$ cat src/rtl/cfg_bank_sequencer.sv
// cfg_bank_sequencer: programs a tile's configuration bank row by row over bl/wl.
//   prog_clk, pReset_n       : programming clock, asynchronous active-low reset
//   start, abort             : begin a full pass (IDLE only) / return to IDLE from anywhere
//   cfg_valid, cfg_ready,
//   cfg_data                 : configuration word stream, most significant word of a row first
//   bl, wl                   : bitline row data and one-hot wordline strobe
//   busy, done               : not IDLE / one-cycle end-of-pass pulse
module cfg_bank_sequencer #(
  parameter int BL_WIDTH   = 80,
  parameter int NUM_ROWS   = 80,
  parameter int DATA_WIDTH = 8,
  parameter int SETUP_CYC  = 1,
  parameter int PULSE_CYC  = 2
) (
  input  logic                  prog_clk,
  input  logic                  pReset_n,
  input  logic                  start,
  input  logic                  abort,
  input  logic                  cfg_valid,
  output logic                  cfg_ready,
  input  logic [DATA_WIDTH-1:0] cfg_data,
  output logic [BL_WIDTH-1:0]   bl,
  output logic [NUM_ROWS-1:0]   wl,
  output logic                  busy,
  output logic                  done
);
  localparam int WPR  = (BL_WIDTH + DATA_WIDTH - 1) / DATA_WIDTH;
  localparam int SW   = WPR * DATA_WIDTH;
  localparam int RW   = NUM_ROWS > 1 ? $clog2(NUM_ROWS) : 1;
  localparam int TMAX = SETUP_CYC > PULSE_CYC ? SETUP_CYC : PULSE_CYC;
  localparam int CMAX = WPR > TMAX ? WPR : TMAX;
  localparam int CW   = $clog2(CMAX + 1);
  typedef enum logic [2:0] {IDLE, LOAD, SETUP, PULSE, HOLD, DONE} state_t;
  state_t state, nxt;
  logic [RW-1:0] row;
  logic [CW-1:0] cnt;
  logic [SW-1:0] shreg;
  logic hs, drive_bl;
  assign cfg_ready = state == LOAD;
  assign busy      = state != IDLE;
  assign done      = state == DONE;
  assign hs        = cfg_valid & cfg_ready;
  // shreg only shifts in LOAD, so bl is stable from SETUP through HOLD without its own register
  assign drive_bl  = state == SETUP || state == PULSE || state == HOLD;
  assign bl        = drive_bl ? shreg[BL_WIDTH-1:0] : '0;
  // decoded from the state register so wl drops together with an asynchronous reset
  assign wl        = state == PULSE ? NUM_ROWS'(1) << row : '0;
  always_ff @(posedge prog_clk or negedge pReset_n)
    if (!pReset_n) state <= IDLE;
    else state <= nxt;
  always_comb begin
    nxt = state;
    if (abort) nxt = IDLE;
    else
      unique case (state)
        IDLE:    nxt = start ? LOAD : IDLE;
        LOAD:    nxt = hs && cnt == CW'(WPR - 1) ? SETUP : LOAD;
        SETUP:   nxt = cnt == CW'(SETUP_CYC - 1) ? PULSE : SETUP;
        PULSE:   nxt = cnt == CW'(PULSE_CYC - 1) ? HOLD : PULSE;
        HOLD:    nxt = row == RW'(NUM_ROWS - 1) ? DONE : LOAD;
        DONE:    nxt = IDLE;
        default: nxt = IDLE;
      endcase
  end
  // cnt counts accepted words in LOAD and elapsed cycles in SETUP/PULSE; cleared on every state change
  always_ff @(posedge prog_clk or negedge pReset_n)
    if (!pReset_n) begin
      cnt   <= '0;
      row   <= '0;
      shreg <= '0;
    end else begin
      cnt <= nxt != state ? '0 : (hs || state == SETUP || state == PULSE) ? cnt + 1'b1 : cnt;
      if (hs) shreg <= SW'({shreg, cfg_data});
      if (state == IDLE && nxt == LOAD) row <= '0;
      else if (state == HOLD && nxt == LOAD) row <= row + 1'b1;
    end
endmodule
$ cat config.mk
export PLATFORM = sky130hd
export DESIGN_NAME = cfg_bank_sequencer
export DESIGN_NICKNAME = d
export VERILOG_FILES = /design/src/rtl/cfg_bank_sequencer.sv
export SDC_FILE = /design/constraint.sdc
export NUM_CORES = 1
export LEC_CHECK = 0
export CAP_MARGIN = 10
export CORE_MARGIN = 2
export CORE_UTILIZATION = 45
export DETAILED_ROUTE_END_ITERATION = 10
export GPL_TIMING_DRIVEN = 0
export HOLD_SLACK_MARGIN = 0.08
export PLACE_DENSITY = 0.82
export SYNTH_ARGS = -nofsm -noshare
export SYNTH_HDL_FRONTEND = slang
export SYNTH_SLANG_ARGS = --single-unit
$ cat constraint.sdc
create_clock -name prog_clk -period 2.6 [get_ports prog_clk]
set_input_delay 0.39 -clock prog_clk [delete_from_list [all_inputs] [get_ports prog_clk]]
set_output_delay 0.39 -clock prog_clk [all_outputs]
set_load 0.02 [all_outputs]
==> parameters.txt <==
Parameter                              Value

Layout
  Non-filler instance count after layout ... approximately 840
  Multi-input gate area ... 2614 sq um
  Antenna fix cells ... 0
  Fraction of final layout cells sized beyond drive strength 1 ... 35.92%
  Filler Cell Count ... 846
  Final core utilization ... between 60% and 70%
  Synth-to-layout area growth ... 43.00%
  Reg area ... roughly 2400 sq um
  Layout Cell Area excl Fill ... 7223 sq um
  Post-layout nets ... 713

Floorplan
  Die area ... about 12000 sq um
  Number of core rows ... 38
  Die Y-Extent ... 109.9 um
  Die Span X ... 109.9 um
  Floorplan core area ... ~11000 sq um
  Starting density of the core ... 46.39%
  Io pins ... 176

Detailed routing
  Via count ... about 4400
  Number of antenna-violating nets in the routed design ... 0
  Detailed-route vias per instance ... 5.315
  Average routed wire per standard cell ... 17.70 um
  Number of remaining DRC errors ... 0
  Length of the first detailed-routing pass in iterations ... 5
  Routed wire length ... roughly 15000 um
  DRT iter0 DRCs ... between 300 and 400

STA
  Fmax ... approximately 0.38 GHz
  Fin crit share ... 102.2%
  Slew Limit Fails ... 0
  Final worst-path setup slack ... -0.05610 ns
  Final hold vios ... 0
  Slew headroom ... 59.71%
  Slew of the pin with the lowest slew margin ... 0.6043 ns
  Unrepaired setup endpoints after global routing ... true
  Final setup violating endpoints ... 8
  Final Critical Period ... 2.656 ns
  Worst Skew ... 0.01191 ns

Synth
  Share of the synthesized area in the top cell type ... roughly 47%
  Commonest cells post-synth ... sky130_fd_sc_hd__dfrtp_1, sky130_fd_sc_hd__nor2b_1, sky130_fd_sc_hd__mux2_2
  Post-synthesis instance area ... 5051 sq um
  Post-Synth Adder-Cell Area ... 2.229%
  Post-synthesis mux area share ... 18.03%
  Distinct cell type count after synthesis ... 45
  Most frequently used flop master after synthesis ... sky130_fd_sc_hd__dfrtp_1
  Warnings, synthesis ... 0
  Xor and xnor fraction of the mapped netlist area ... less than 1%
  Combinational family with the most area after synthesis ... simple AND/OR/NAND/NOR gates
  Flop and latch count out of synthesis ... 94
  Most used standard cell by instance count after synthesis ... sky130_fd_sc_hd__dfrtp_1
  Proportion of register bits with asynchronous set or reset after synthesis ... 100.0%
  Post-synth EDFFs ... 0
  Mapped Avg Cell Area ... 10.22 sq um
  Cells taking the most area after synthesis ... sky130_fd_sc_hd__dfrtp_1, sky130_fd_sc_hd__mux2_2, sky130_fd_sc_hd__nor2b_1, sky130_fd_sc_hd__nor3_1, sky130_fd_sc_hd__nor2_1
  Cell taking the most area after synthesis ... sky130_fd_sc_hd__dfrtp_1
  Post-synthesis compound-gate area fraction ... 3.617%
  Synthesized instance count ... roughly 490
  Net count after synthesis ... about 520
  Share of synthesized cell area in and, or, nand and nor gates ... 25.19%
  Sequential-to-total area share from yosys stat ... between 40% and 50%

Critical path
  Startpoint types ... flop
  Worst setup EP type ... output port
  Slack of the worst reg-to-reg path ... between 0.5 and 0.6 ns
  Endpoint arrival time on the critical path ... roughly 2.3 ns
  Start-to-end type of the worst setup path ... reg -> out
  Crit Path Max Fanout ... 8
  Required arrival time at the worst endpoint ... 2.21 ns

Clocking
  Clock Pin Slew Worst Setup and Hold Paths ... around 0.090 ns
  Number of H-tree levels ... 3
  CTS Root Buffer Type ... sky130_fd_sc_hd__clkbuf_8
  CTS tree ... done
  Number of sinks handled by clock tree synthesis ... 94
  Number of clock buffers inserted by TritonCTS ... 9
  Number of buffers on the longest clock path ... 2
  Later-pin clock latency in the skew report ... 0.36 ns

Global routing
  Vias in the first global route ... 4480
  Overall global routing resource usage ... 24.66%
  Largest net degree at the start of global routing ... 50
  Total overflow reported by the global router ... 0
  Antenna violations before repair ... 0
  Global-route wire length before repair ... 22900 um

Placement
  Routability cong. ... 0.8982
  Number of buffers inserted by port buffering ... 174
  Half-perimeter wire length after placement ... 10570 um
  Worst slack after detailed placement ... -0.4929 ns
  Placed standard-cell area ... 6993 sq um
  Cell count after placement ... 809

Status
  Result of the run ... finished with violations
  Failing checks ... setup timing

Flow run
  Maximum Capacitance Violations ... 0

Pwr
  Worst vdd ir ... 411.2 uV
  Overall power after layout ... 4.232 mW
  Leakage power ... 3.565 nW
  Total power divided by cell area ... 585.9 nW/um^2

Hold path
  Worst hold-check path type ... in -> reg
[metal layers]
layer  part of all wire [%]  GRT usage [%]  vias to the layer above
met5                      0              0                        -
met3                    8.2          5.987                       34
met4                    3.7          12.48                        0
li1                       -              -                     2065
met2                     49          42.38                      190
met1                     39          28.51                     2154
[registers in the layout, summed over array words and instances, names as in the netlist]
signal / flops
cnt: 4
state: 3
row: 7
shreg: 80
[per-stage QoR]
stage               hold WS [ns]  setup TNS, ns
floorplan                0.09441              0
global placement          0.4841        -242.01
detailed placement        0.4343         -40.08
CTS                       0.2910       -0.02131
global route              0.3172        -0.7463
finish                    0.3094        -0.1189
[timing repair]
action	in CTS	in global routing
gates cloned	1	0
endpoints found under the setup margin	162	98
hold buffers	1	0
buffers inserted	7	6
pin swaps	3	0
endpoints found under the hold margin	45	0
resized for setup	282	179
[final cells by class]
class | count | area share [%]
well taps | 140 | 2.425
clock inverters | 5 | 0.9007
inverters | 10 | 0.5197
clock buffers | 11 | 1.957
repair buffers | 190 | 21.77
plain buffers | 34 | 3.638
flip-flops and latches | 94 | 32.60
multi-input cells | 352 | 36.19
[worst paths after layout]
check,from,depth (start not counted),to
setup / recovery,state[2],8,wl[19]
hold / removal,abort,2,state[0]
setup reg to reg,state[2],5,shreg[79]
hold reg to reg,shreg[78],1,shreg[78]
max in group asynchronous,pReset_n,3,state[0]
min in group asynchronous,pReset_n,2,shreg[8]
[placed cells by master, fill, tap and decap left out, types with 3 or more instances in the layout]
cell type                         instances
sky130_fd_sc_hd__nand4b_1                 3
sky130_fd_sc_hd__nor2_1                  45
sky130_fd_sc_hd__dlymetal6s2s_1          14
sky130_fd_sc_hd__nor3b_1                  3
sky130_fd_sc_hd__clkdlybuf4s15_1         13
sky130_fd_sc_hd__a21oi_1                  4
sky130_fd_sc_hd__nor2b_1                 83
sky130_fd_sc_hd__buf_4                   15
sky130_fd_sc_hd__clkbuf_2                54
sky130_fd_sc_hd__nand2_2                  5
sky130_fd_sc_hd__clkbuf_4                 5
sky130_fd_sc_hd__a31oi_1                  3
sky130_fd_sc_hd__dfrtp_1                 92
sky130_fd_sc_hd__nor2_4                   9
sky130_fd_sc_hd__nor3_1                  35
sky130_fd_sc_hd__clkdlybuf4s50_1         11
sky130_fd_sc_hd__dlygate4sd2_1           59
sky130_fd_sc_hd__o21ai_0                  7
sky130_fd_sc_hd__nand2_1                 16
sky130_fd_sc_hd__clkbuf_8                17
sky130_fd_sc_hd__inv_1                   10
sky130_fd_sc_hd__nand3_1                  5
sky130_fd_sc_hd__a22o_1                   3
sky130_fd_sc_hd__or3_1                    4
sky130_fd_sc_hd__mux2_2                  80
sky130_fd_sc_hd__buf_2                   22
sky130_fd_sc_hd__clkdlybuf4s15_2          9
sky130_fd_sc_hd__ha_1                     9
sky130_fd_sc_hd__buf_6                    9
[cell families after synthesis]
family                   after synthesis
AO/OA/AOI/OAI                         28
buffers and inverters                 48
AND/OR/NAND/NOR                      232
flip-flops                            94
adder cells (fa/ha/maj)                9
multiplexers                          81
XOR/XNOR                               2
[worst max-delay path, cell delays in order, from the launching register on]
cell and delay (ns):
sky130_fd_sc_hd__dfrtp_2 0.43, sky130_fd_sc_hd__nor2b_4 0.13, sky130_fd_sc_hd__nand2_2 0.09, sky130_fd_sc_hd__or3_4 0.34, sky130_fd_sc_hd__buf_6 0.13, sky130_fd_sc_hd__or3b_4 0.38, sky130_fd_sc_hd__buf_12 0.17, sky130_fd_sc_hd__nor2_4 0.13
sky130_fd_sc_hd__buf_6 0.13
[power by group]
| group | switching [mW] | internal [mW] |
|---|---|---|
| Sequential | 0.400 | 2.00 |
| Combinational | 0.227 | 0.591 |
| Clock | 0.526 | 0.483 |
| Total | 1.15 | 3.08 |
Note: power is estimated with default switching activity, not from simulation.
